$ cat src/rtl/mem_access_pkg.sv
// mem_access_pkg: shared types and constants for mem_access_master.
//   state_e      - access sequencer states
//   LatCntWidth  - width of the read-latency down-counter
//   MaxRdLatency - largest RD_LATENCY the counter can represent
package mem_access_pkg;

    typedef enum logic [2:0] {
        StIdle,
        StIssueLo,
        StWaitLo,
        StIssueHi,
        StWaitHi,
        StResp
    } state_e;

    localparam int unsigned LatCntWidth  = 4;
    localparam int unsigned MaxRdLatency = 1 << LatCntWidth;

endpackage

$ cat src/rtl/mem_access_master.sv
// mem_access_master: CPU-side initiator for the single-port memory block.
// Takes byte/word read and write requests over valid/ready, issues one memory
// access per byte (low byte first), waits out the read latency, assembles the
// little-endian word and holds the response until it is consumed.
//
// Optional build macro: MEM_ACCESS_PAGE_WRAP_EN
//   defined   - word hi address increments only bits [7:0] (6502 JMP (ind) quirk)
//   undefined - word hi address is a full-width increment
//
// Ports:
//   clk_i, resetn_i           clock, asynchronous active-low reset
//   req_valid_i/req_ready_o   request handshake
//   req_write_i, req_word_i   access kind and size
//   req_addr_i, req_wdata_i   byte address, write data (low byte to req_addr_i)
//   rsp_valid_o/rsp_ready_i   response handshake
//   rsp_rdata_o               read data (byte reads zero-extended, writes return 0)
//   mem_rd_enable_o           memory port enable, high for reads and writes
//   mem_wr_enable_o           memory write strobe
//   mem_addr_o, mem_wr_data_o memory address and write data
//   mem_rd_data_i             memory read data
module mem_access_master
    import mem_access_pkg::*;
#(
    parameter int unsigned DATA_WIDTH = 8,
    parameter int unsigned ADDR_WIDTH = 12,
    parameter int unsigned RD_LATENCY = 1
) (
    input  logic                    clk_i,
    input  logic                    resetn_i,
    input  logic                    req_valid_i,
    output logic                    req_ready_o,
    input  logic                    req_write_i,
    input  logic                    req_word_i,
    input  logic [ADDR_WIDTH-1:0]   req_addr_i,
    input  logic [2*DATA_WIDTH-1:0] req_wdata_i,
    output logic                    rsp_valid_o,
    input  logic                    rsp_ready_i,
    output logic [2*DATA_WIDTH-1:0] rsp_rdata_o,
    output logic                    mem_rd_enable_o,
    output logic                    mem_wr_enable_o,
    output logic [ADDR_WIDTH-1:0]   mem_addr_o,
    output logic [DATA_WIDTH-1:0]   mem_wr_data_o,
    input  logic [DATA_WIDTH-1:0]   mem_rd_data_i
);

    localparam logic [LatCntWidth-1:0] LatReload = LatCntWidth'(RD_LATENCY - 1);

    // Address of the high byte of a word access.
    function automatic logic [ADDR_WIDTH-1:0] hi_addr(input logic [ADDR_WIDTH-1:0] addr);
`ifdef MEM_ACCESS_PAGE_WRAP_EN
        logic [7:0] low;
        low = addr[7:0] + 8'd1;
        return {addr[ADDR_WIDTH-1:8], low};
`else
        return addr + ADDR_WIDTH'(1);
`endif
    endfunction

    state_e                  state_q;
    logic [LatCntWidth-1:0]  lat_cnt_q;
    logic                    write_q;
    logic                    word_q;
    logic [ADDR_WIDTH-1:0]   addr_q;
    logic [DATA_WIDTH-1:0]   wdata_hi_q;
    logic [2*DATA_WIDTH-1:0] rdata_q;
    logic                    req_ready_q;
    logic                    rsp_valid_q;
    logic                    mem_rd_enable_q;
    logic                    mem_wr_enable_q;
    logic [ADDR_WIDTH-1:0]   mem_addr_q;
    logic [DATA_WIDTH-1:0]   mem_wr_data_q;

    always_ff @(posedge clk_i or negedge resetn_i) begin
        if (!resetn_i) begin
            state_q         <= StIdle;
            lat_cnt_q       <= '0;
            write_q         <= 1'b0;
            word_q          <= 1'b0;
            addr_q          <= '0;
            wdata_hi_q      <= '0;
            rdata_q         <= '0;
            req_ready_q     <= 1'b0;
            rsp_valid_q     <= 1'b0;
            mem_rd_enable_q <= 1'b0;
            mem_wr_enable_q <= 1'b0;
            mem_addr_q      <= '0;
            mem_wr_data_q   <= '0;
        end else begin
            // Memory outputs are single-cycle pulses; only ISSUE states drive them.
            mem_rd_enable_q <= 1'b0;
            mem_wr_enable_q <= 1'b0;
            mem_addr_q      <= '0;
            mem_wr_data_q   <= '0;

            unique case (state_q)
                StIdle: begin
                    req_ready_q <= 1'b1;
                    if (req_valid_i && req_ready_q) begin
                        write_q         <= req_write_i;
                        word_q          <= req_word_i;
                        addr_q          <= req_addr_i;
                        wdata_hi_q      <= req_wdata_i[2*DATA_WIDTH-1:DATA_WIDTH];
                        rdata_q         <= '0;
                        req_ready_q     <= 1'b0;
                        mem_rd_enable_q <= 1'b1;
                        mem_wr_enable_q <= req_write_i;
                        mem_addr_q      <= req_addr_i;
                        mem_wr_data_q   <= req_wdata_i[DATA_WIDTH-1:0];
                        state_q         <= StIssueLo;
                    end
                end

                StIssueLo: begin
                    if (!write_q) begin
                        lat_cnt_q <= LatReload;
                        state_q   <= StWaitLo;
                    end else if (word_q) begin
                        mem_rd_enable_q <= 1'b1;
                        mem_wr_enable_q <= 1'b1;
                        mem_addr_q      <= hi_addr(addr_q);
                        mem_wr_data_q   <= wdata_hi_q;
                        state_q         <= StIssueHi;
                    end else begin
                        rsp_valid_q <= 1'b1;
                        state_q     <= StResp;
                    end
                end

                StWaitLo: begin
                    if (lat_cnt_q == '0) begin
                        rdata_q[DATA_WIDTH-1:0] <= mem_rd_data_i;
                        if (word_q) begin
                            mem_rd_enable_q <= 1'b1;
                            mem_addr_q      <= hi_addr(addr_q);
                            state_q         <= StIssueHi;
                        end else begin
                            rsp_valid_q <= 1'b1;
                            state_q     <= StResp;
                        end
                    end else begin
                        lat_cnt_q <= lat_cnt_q - 1'b1;
                    end
                end

                StIssueHi: begin
                    if (write_q) begin
                        rsp_valid_q <= 1'b1;
                        state_q     <= StResp;
                    end else begin
                        lat_cnt_q <= LatReload;
                        state_q   <= StWaitHi;
                    end
                end

                StWaitHi: begin
                    if (lat_cnt_q == '0) begin
                        rdata_q[2*DATA_WIDTH-1:DATA_WIDTH] <= mem_rd_data_i;
                        rsp_valid_q <= 1'b1;
                        state_q     <= StResp;
                    end else begin
                        lat_cnt_q <= lat_cnt_q - 1'b1;
                    end
                end

                StResp: begin
                    if (rsp_ready_i) begin
                        rsp_valid_q <= 1'b0;
                        req_ready_q <= 1'b1;
                        state_q     <= StIdle;
                    end
                end

                default: state_q <= StIdle;
            endcase
        end
    end

    assign req_ready_o     = req_ready_q;
    assign rsp_valid_o     = rsp_valid_q;
    assign rsp_rdata_o     = rdata_q;
    assign mem_rd_enable_o = mem_rd_enable_q;
    assign mem_wr_enable_o = mem_wr_enable_q;
    assign mem_addr_o      = mem_addr_q;
    assign mem_wr_data_o   = mem_wr_data_q;

endmodule
$ cat config.mk
export PLATFORM = sky130hd
export DESIGN_NAME = mem_access_master
export DESIGN_NICKNAME = d
export VERILOG_FILES = /design/src/rtl/mem_access_pkg.sv /design/src/rtl/mem_access_master.sv
export SDC_FILE = /design/constraint.sdc
export NUM_CORES = 1
export LEC_CHECK = 0
export ABC_CLOCK_PERIOD_IN_PS = 5200
export CORE_MARGIN = 4
export CORE_UTILIZATION = 52
export DETAILED_ROUTE_END_ITERATION = 6
export PLACE_DENSITY = 0.85
export SYNTH_ARGS = -nofsm -noshare
export SYNTH_HDL_FRONTEND = slang
export SYNTH_SLANG_ARGS = --single-unit
$ cat constraint.sdc
create_clock -name clk_i -period 5.2 [get_ports clk_i]
set_input_delay 1.56 -clock clk_i [delete_from_list [all_inputs] [get_ports clk_i]]
set_output_delay 1.56 -clock clk_i [all_outputs]
set_load 0.02 [all_outputs]
---- Yosys cells after proc, flatten, opt, wreduce, memory -nomap -nowiden ----
Cells that the tools add are included.
storage, ports and cells
  bits of input ports ..................... 42
  output and inout bits ................... 40
  register bits ........................... 69
  latch bits .............................. 0
  ROM bits ................................ 0
  RAM bits ................................ 0
  word-level logic and storage cells ...... 87
  memories ................................ 0
cells by class
  add/sub/neg operators ................... 2
  equality and inequality tests ........... 13
  shift operators ......................... 0
  multipliers ............................. 0
  multiplexer cells ....................... 41
  bitwise logic cells ..................... 0
  reductions and logical operators ........ 17
  divide/modulo/power cells ............... 0
  order comparisons ....................... 0
operator list
  cell                     count
  $mux W12                 4
  $pmux W8 S2              3
  $pmux W12 S3             1
  $mux W8                  4
  $mux W3                  6
  $pmux W3 S6              1
  $mux W16                 1
  $ne A2 B2 Y1 const B     8
  $mux W1                  14
  $add A12 B1 Y12 const B  1
  $reduce_and A3 Y1        3
  $mux W4                  2
  $pmux W4 S2              1
  $reduce_bool A2 Y1       4
  $eq A3 B2 Y1 const B     2
  $eq A3 B3 Y1 const B     2
  $reduce_and A6 Y1        1
  $pmux W1 S5              1
  $reduce_bool A5 Y1       1
  $logic_not A4 Y1         1
  $pmux W1 S2              2
  $reduce_and A2 Y1        2
  $reduce_and A4 Y1        1
  $reduce_or A2 Y1         2
  other kinds (5)          5

---- Longest topological paths before layout ----
  word-level depth ........................ 4
  gate-level depth with buffers ........... 7

---- Worst setup path after synthesis ----
Ideal clock, no wire load.
  path type ............................... input port to flip-flop
  start ................................... input port req_valid_i
  end ..................................... register addr_q[3]
  path slack .............................. 2.790 ns
  stages on the path ...................... 6
  data arrival time ....................... 2.291 ns
  buffers on the path ..................... 2
  required time ........................... 5.081 ns
  library setup time ...................... 0.119 ns
  path through ............................ nand3b_1 > or2_1 > buf_2 > buf_2 > nand2_1 > nand2_1
on the way
  word-level cells in the longest chain between the ends .. 2
ends and longest elaborated chain
  what                         line                      text
  from (decl)                  mem_access_master.sv:30   input logic req_valid_i,
  $logic_and A1 B1 Y1          mem_access_master.sv:98   if (req_valid_i && req_ready_q) begin
  $reduce_and A2 Y1 (no line)  --
  to (signal assigned)         mem_access_master.sv:101  addr_q <= req_addr_i;
  to (decl)                    mem_access_master.sv:63   logic [ADDR_WIDTH-1:0] addr_q;
Every way passes these cells.
A chain may end at the register's enable or synchronous reset.

---- Final worst setup path ----
  start ................................... register rsp_valid_q (netlist: rsp_valid_o)
  end ..................................... output port rsp_valid_o
RTL lines
  what                    line                      text
  from (decl)             mem_access_master.sv:67   logic rsp_valid_q;
  from (signal assigned)  mem_access_master.sv:83   rsp_valid_q <= 1'b0;
  from (signal assigned)  mem_access_master.sv:124  rsp_valid_q <= 1'b1;
  from (signal assigned)  mem_access_master.sv:137  rsp_valid_q <= 1'b1;
  to (decl)               mem_access_master.sv:36   output logic rsp_valid_o,
No word-level cell between the ends.

==> flow_metrics.py <==
metrics = {
    "synth": {
        "synth.yosys.seq_area_share_pct": 56.0,
        "synthTopCellsByArea": "dfrtp_1 56%, nand2_1 11%, a22o_1 4.5%, o21ai_2 2.8%, xnor2_1 2.3%",
        "post_synth_instance_area_sq_mm": 0.00309,
        "synth_enable_flop_cells": 0,
        "ys_types": 48,
        "yosys_register_bits": 69,
        "synth.top_cell.area_share_pct": 56.0,
        "synth_area_leader_cell": "dfrtp_1",
        "synthCells": 289,
        "syn_area_per_cell_sq_um": 10.7,
        "synth_top_flop_cell": "dfrtp_1",
        "synthesis.nets": 334,
        "yosys_warnings": 0,
        "ys_async_sr_fraction_pct": 100,
    },
    "drt": {
        "viasPerCell": 5.41,
        "ant_nets": 0,
        "drt-initial-drc-count": 136,
        "firstDrtPassIters": 4,
        "wirelength_um": 6920,
        "detail_route.wl_per_cell_um": 15.5,
        "drc_errors": 0,
        "route.vias.total": 2415,
    },
    "pwr": {
        "static_leakage_nw": 1.87,
        "power.sequential.fraction_pct": 40.7,
        "power_report.internal_total_mw": 1.38,
        "power_density_mw_per_mm2": 539,
        "power.net_switching_mw": 0.833,
        "irDropWorstVdd_mv": 0.373,
        "power_mw": 2.21,
        "netSwitchingFraction_pct": 37.7,
        "power_frac_comb_pct": 38.0,
        "power.share.clock_pct": 21.3,
    },
    "critical_path": {
        "register_to_register_setup_slack_ns": 3.06,
        "critical_path_required_ns": 3.64,
        "critPathMaxFanout": 5,
        "critical_path.n_buffers_inverters": 1,
        "cpMaxStageDelayCell": "clkdlybuf4s50_1",
        "r2r_start": "state_q[0]",
        "slowest_delay_ns": 0.63,
        "worstRegToRegCells": 4,
        "worst_ep_arrival_time_ns": 1.39,
        "critPathLaunchType": "register",
        "critical_path_cell_list": "clkdlybuf4s50_1",
        "endpoint_kind": "output port",
        "worst_path_top_cell_family_by_delay": "buffers and inverters",
        "r2r_end": "mem_addr_o[8]",
        "timing.setup.critical_path_class": "reg2out",
    },
    "grt": {
        "antenna_found_initial": 0,
        "via_count_of_the_first_global_routing_pass": 2383,
        "grt_start_max_net_pins": 39,
        "grt_use_total_pct": 20.3,
        "overflow": 0,
        "grt_pass1_wl_um": 11500,
    },
    "die": {
        "design.core.area_sq_mm": 0.00564,
        "core.rowCount": 27,
        "design.die.area_sq_mm": 0.00723,
        "dieHeight_um": 85.0,
        "floorplan.initialDensity_pct": 54.7,
        "dieWidth_um": 85.0,
        "io_pins": 82,
    },
    "placement": {
        "port_buffers": 81,
        "gp_congestion": 0.814,
        "detailedPlacementHpwl_um": 4620,
    },
    "sta": {
        "finalCriticalPeriod_ns": 2.95,
        "finalSetupTns_ns": 0,
        "slew_viol_final": 0,
        "rsz_0062_raised_after_global_routing": "false",
        "fin_skew_ns": 0.00888,
        "final_min_period_over_clock_period_pct": 56.7,
        "hold_viol_final": 0,
        "max_frequency_mhz": 339,
        "timing.slew.headroom_pct": 43.3,
        "setup-violations-final": 0,
        "least_margin_pin_slew_ns": 0.850,
    },
    "finish": {
        "final_util_pct": 72.7,
        "final.fill_count": 399,
        "mostFrequentLayoutCell": "nand2_1",
        "antennaDiodeCount": 0,
        "area_growth_pct": 33.0,
        "most-common-layout-cells": "87 x nand2_1, 80 x clkdlybuf4s50_1, 69 x dfrtp_1, 16 x a22o_1, 10 x o21ai_2",
        "layout-drive-gt1-share_pct": 11.8,
        "multi_input_comb_area_sq_mm": 0.00123,
        "final_net_count": 414,
        "area.sequential_sq_mm": 0.00173,
    },
    "run_status": {
        "outcome": "finished, final reports clean",
    },
    "clock_network": {
        "cts_inserted_buffers": 9,
        "h-tree-depth": 3,
        "clock_sink_count": 69,
        "hold_buffers": 0,
        "ctsRootBufferMaster": "clkbuf_8",
        "ctsLongestPathBuffers": 2,
        "worst_skew_pair_latency_ns": 0.34,
        "post-cts-setup-buffers": 0,
        "tritoncts": "yes",
        "cts.repair.resized": 0,
        "cts.clk_slew.worst_paths_ns": 0.07,
    },
    "run": {
        "drv.max_cap_violation_count": 0,
    },
    "worst_hold_path": {
        "worst_hold_path.endpoint": "wdata_hi_q[3]",
        "hold_depth": 2,
        "worstHoldStart": "wdata_hi_q[3]",
        "class_of_the_worst_hold_path": "reg2reg",
    },
}
[Yosys cell counts, types with 4 or more instances]
cell type	number
nand2_1	87
dfrtp_1	69
a22o_1	16
o21ai_2	10
buf_2	8
o21ai_0	8
xnor2_1	8
buf_6	6
inv_1	6
nand3_1	6
nor2_1	6
a21oi_1	4
nor3_1	4
[layer usage]
| layer | part of all wire (%) | GRT usage, % |
|---|---|---|
| met4 | 2.0 | 9.06 |
| met5 | 0 | 0 |
| met1 | 41 | 25.6 |
| met2 | 52 | 34.1 |
| met3 | 5.1 | 3.59 |
[worst max-delay path by stage]
stage | depth (start not counted) | endpoint | slack, ns | start
global route | 1 | rsp_valid_o | 2.20 | rsp_valid_o
finish | 1 | rsp_valid_o | 2.25 | rsp_valid_o
detailed placement | 5 | wdata_hi_q[6] | 2.06 | req_valid_i
CTS | 1 | rsp_valid_o | 2.24 | rsp_valid_o
floorplan | 6 | addr_q[3] | 2.79 | req_valid_i
global placement | 6 | rsp_rdata_o[2] | 2.10 | req_valid_i
[layout make-up]
cell class	count	area share, %
clock buffer	9	3.02
clock inverter	7	2.20
inverter	6	0.549
multi-input combinational	200	29.9
sequential	69	42.1
tap	72	2.20
timing repair buffer	83	20.0
[flip-flops by register name, indices dropped and copies added (netlist names)]
register         cells
req_ready_o          1
rsp_valid_o          1
write_q              1
lat_cnt_q            4
word_q               1
mem_rd_enable_o      1
addr_q              12
wdata_hi_q           8
mem_wr_enable_o      1
mem_wr_data_o        8
state_q              3
rsp_rdata_o         16
mem_addr_o          12
[logic make-up (layout without fill, tap and decap cells)]
logic type / after synthesis / in the layout / share of synthesized area, %
AO/OA/AOI/OAI: 55 / 55 / 14.1
XOR/XNOR: 11 / 11 / 3.12
adder cells (fa/ha/maj): 3 / 3 / 1.22
buffers and inverters: 20 / 105 / 4.22
flip-flops: 69 / 69 / 56.0
multiplexers: 2 / 2 / 0.689
AND/OR/NAND/NOR: 129 / 129 / 20.7
[metrics by stage]
stage          hold WS (ns)  instance area [sq um]  worst slack (ns)  instances
3_5_place_dp          0.465                   3890              2.06        430
3_3_place_gp          0.459                   3890              2.10        430
2_1_floorplan         0.446                   3090              2.79        289
6_report              0.480                   4100              2.25        446
5_1_grt               0.513                   4100              2.20        446
4_1_cts               0.482                   4100              2.24        446
[power by group through the flow]
stage	Combinational (mW)	Clock (mW)	Sequential (mW)
finish	0.841	0.470	0.900
global route	0.922	0.502	0.925
CTS	0.853	0.475	0.899
detailed placement	0.843	0	0.901
global placement	0.819	0	0.892
floorplan	0.483	0	0.956
[tightest hold or removal path, stage by stage, from the launching register on]
cell and delay [ns]:
dfrtp_1 0.35, nand2_1 0.05, nand2_1 0.05
(Power assumes the default switching activity.)
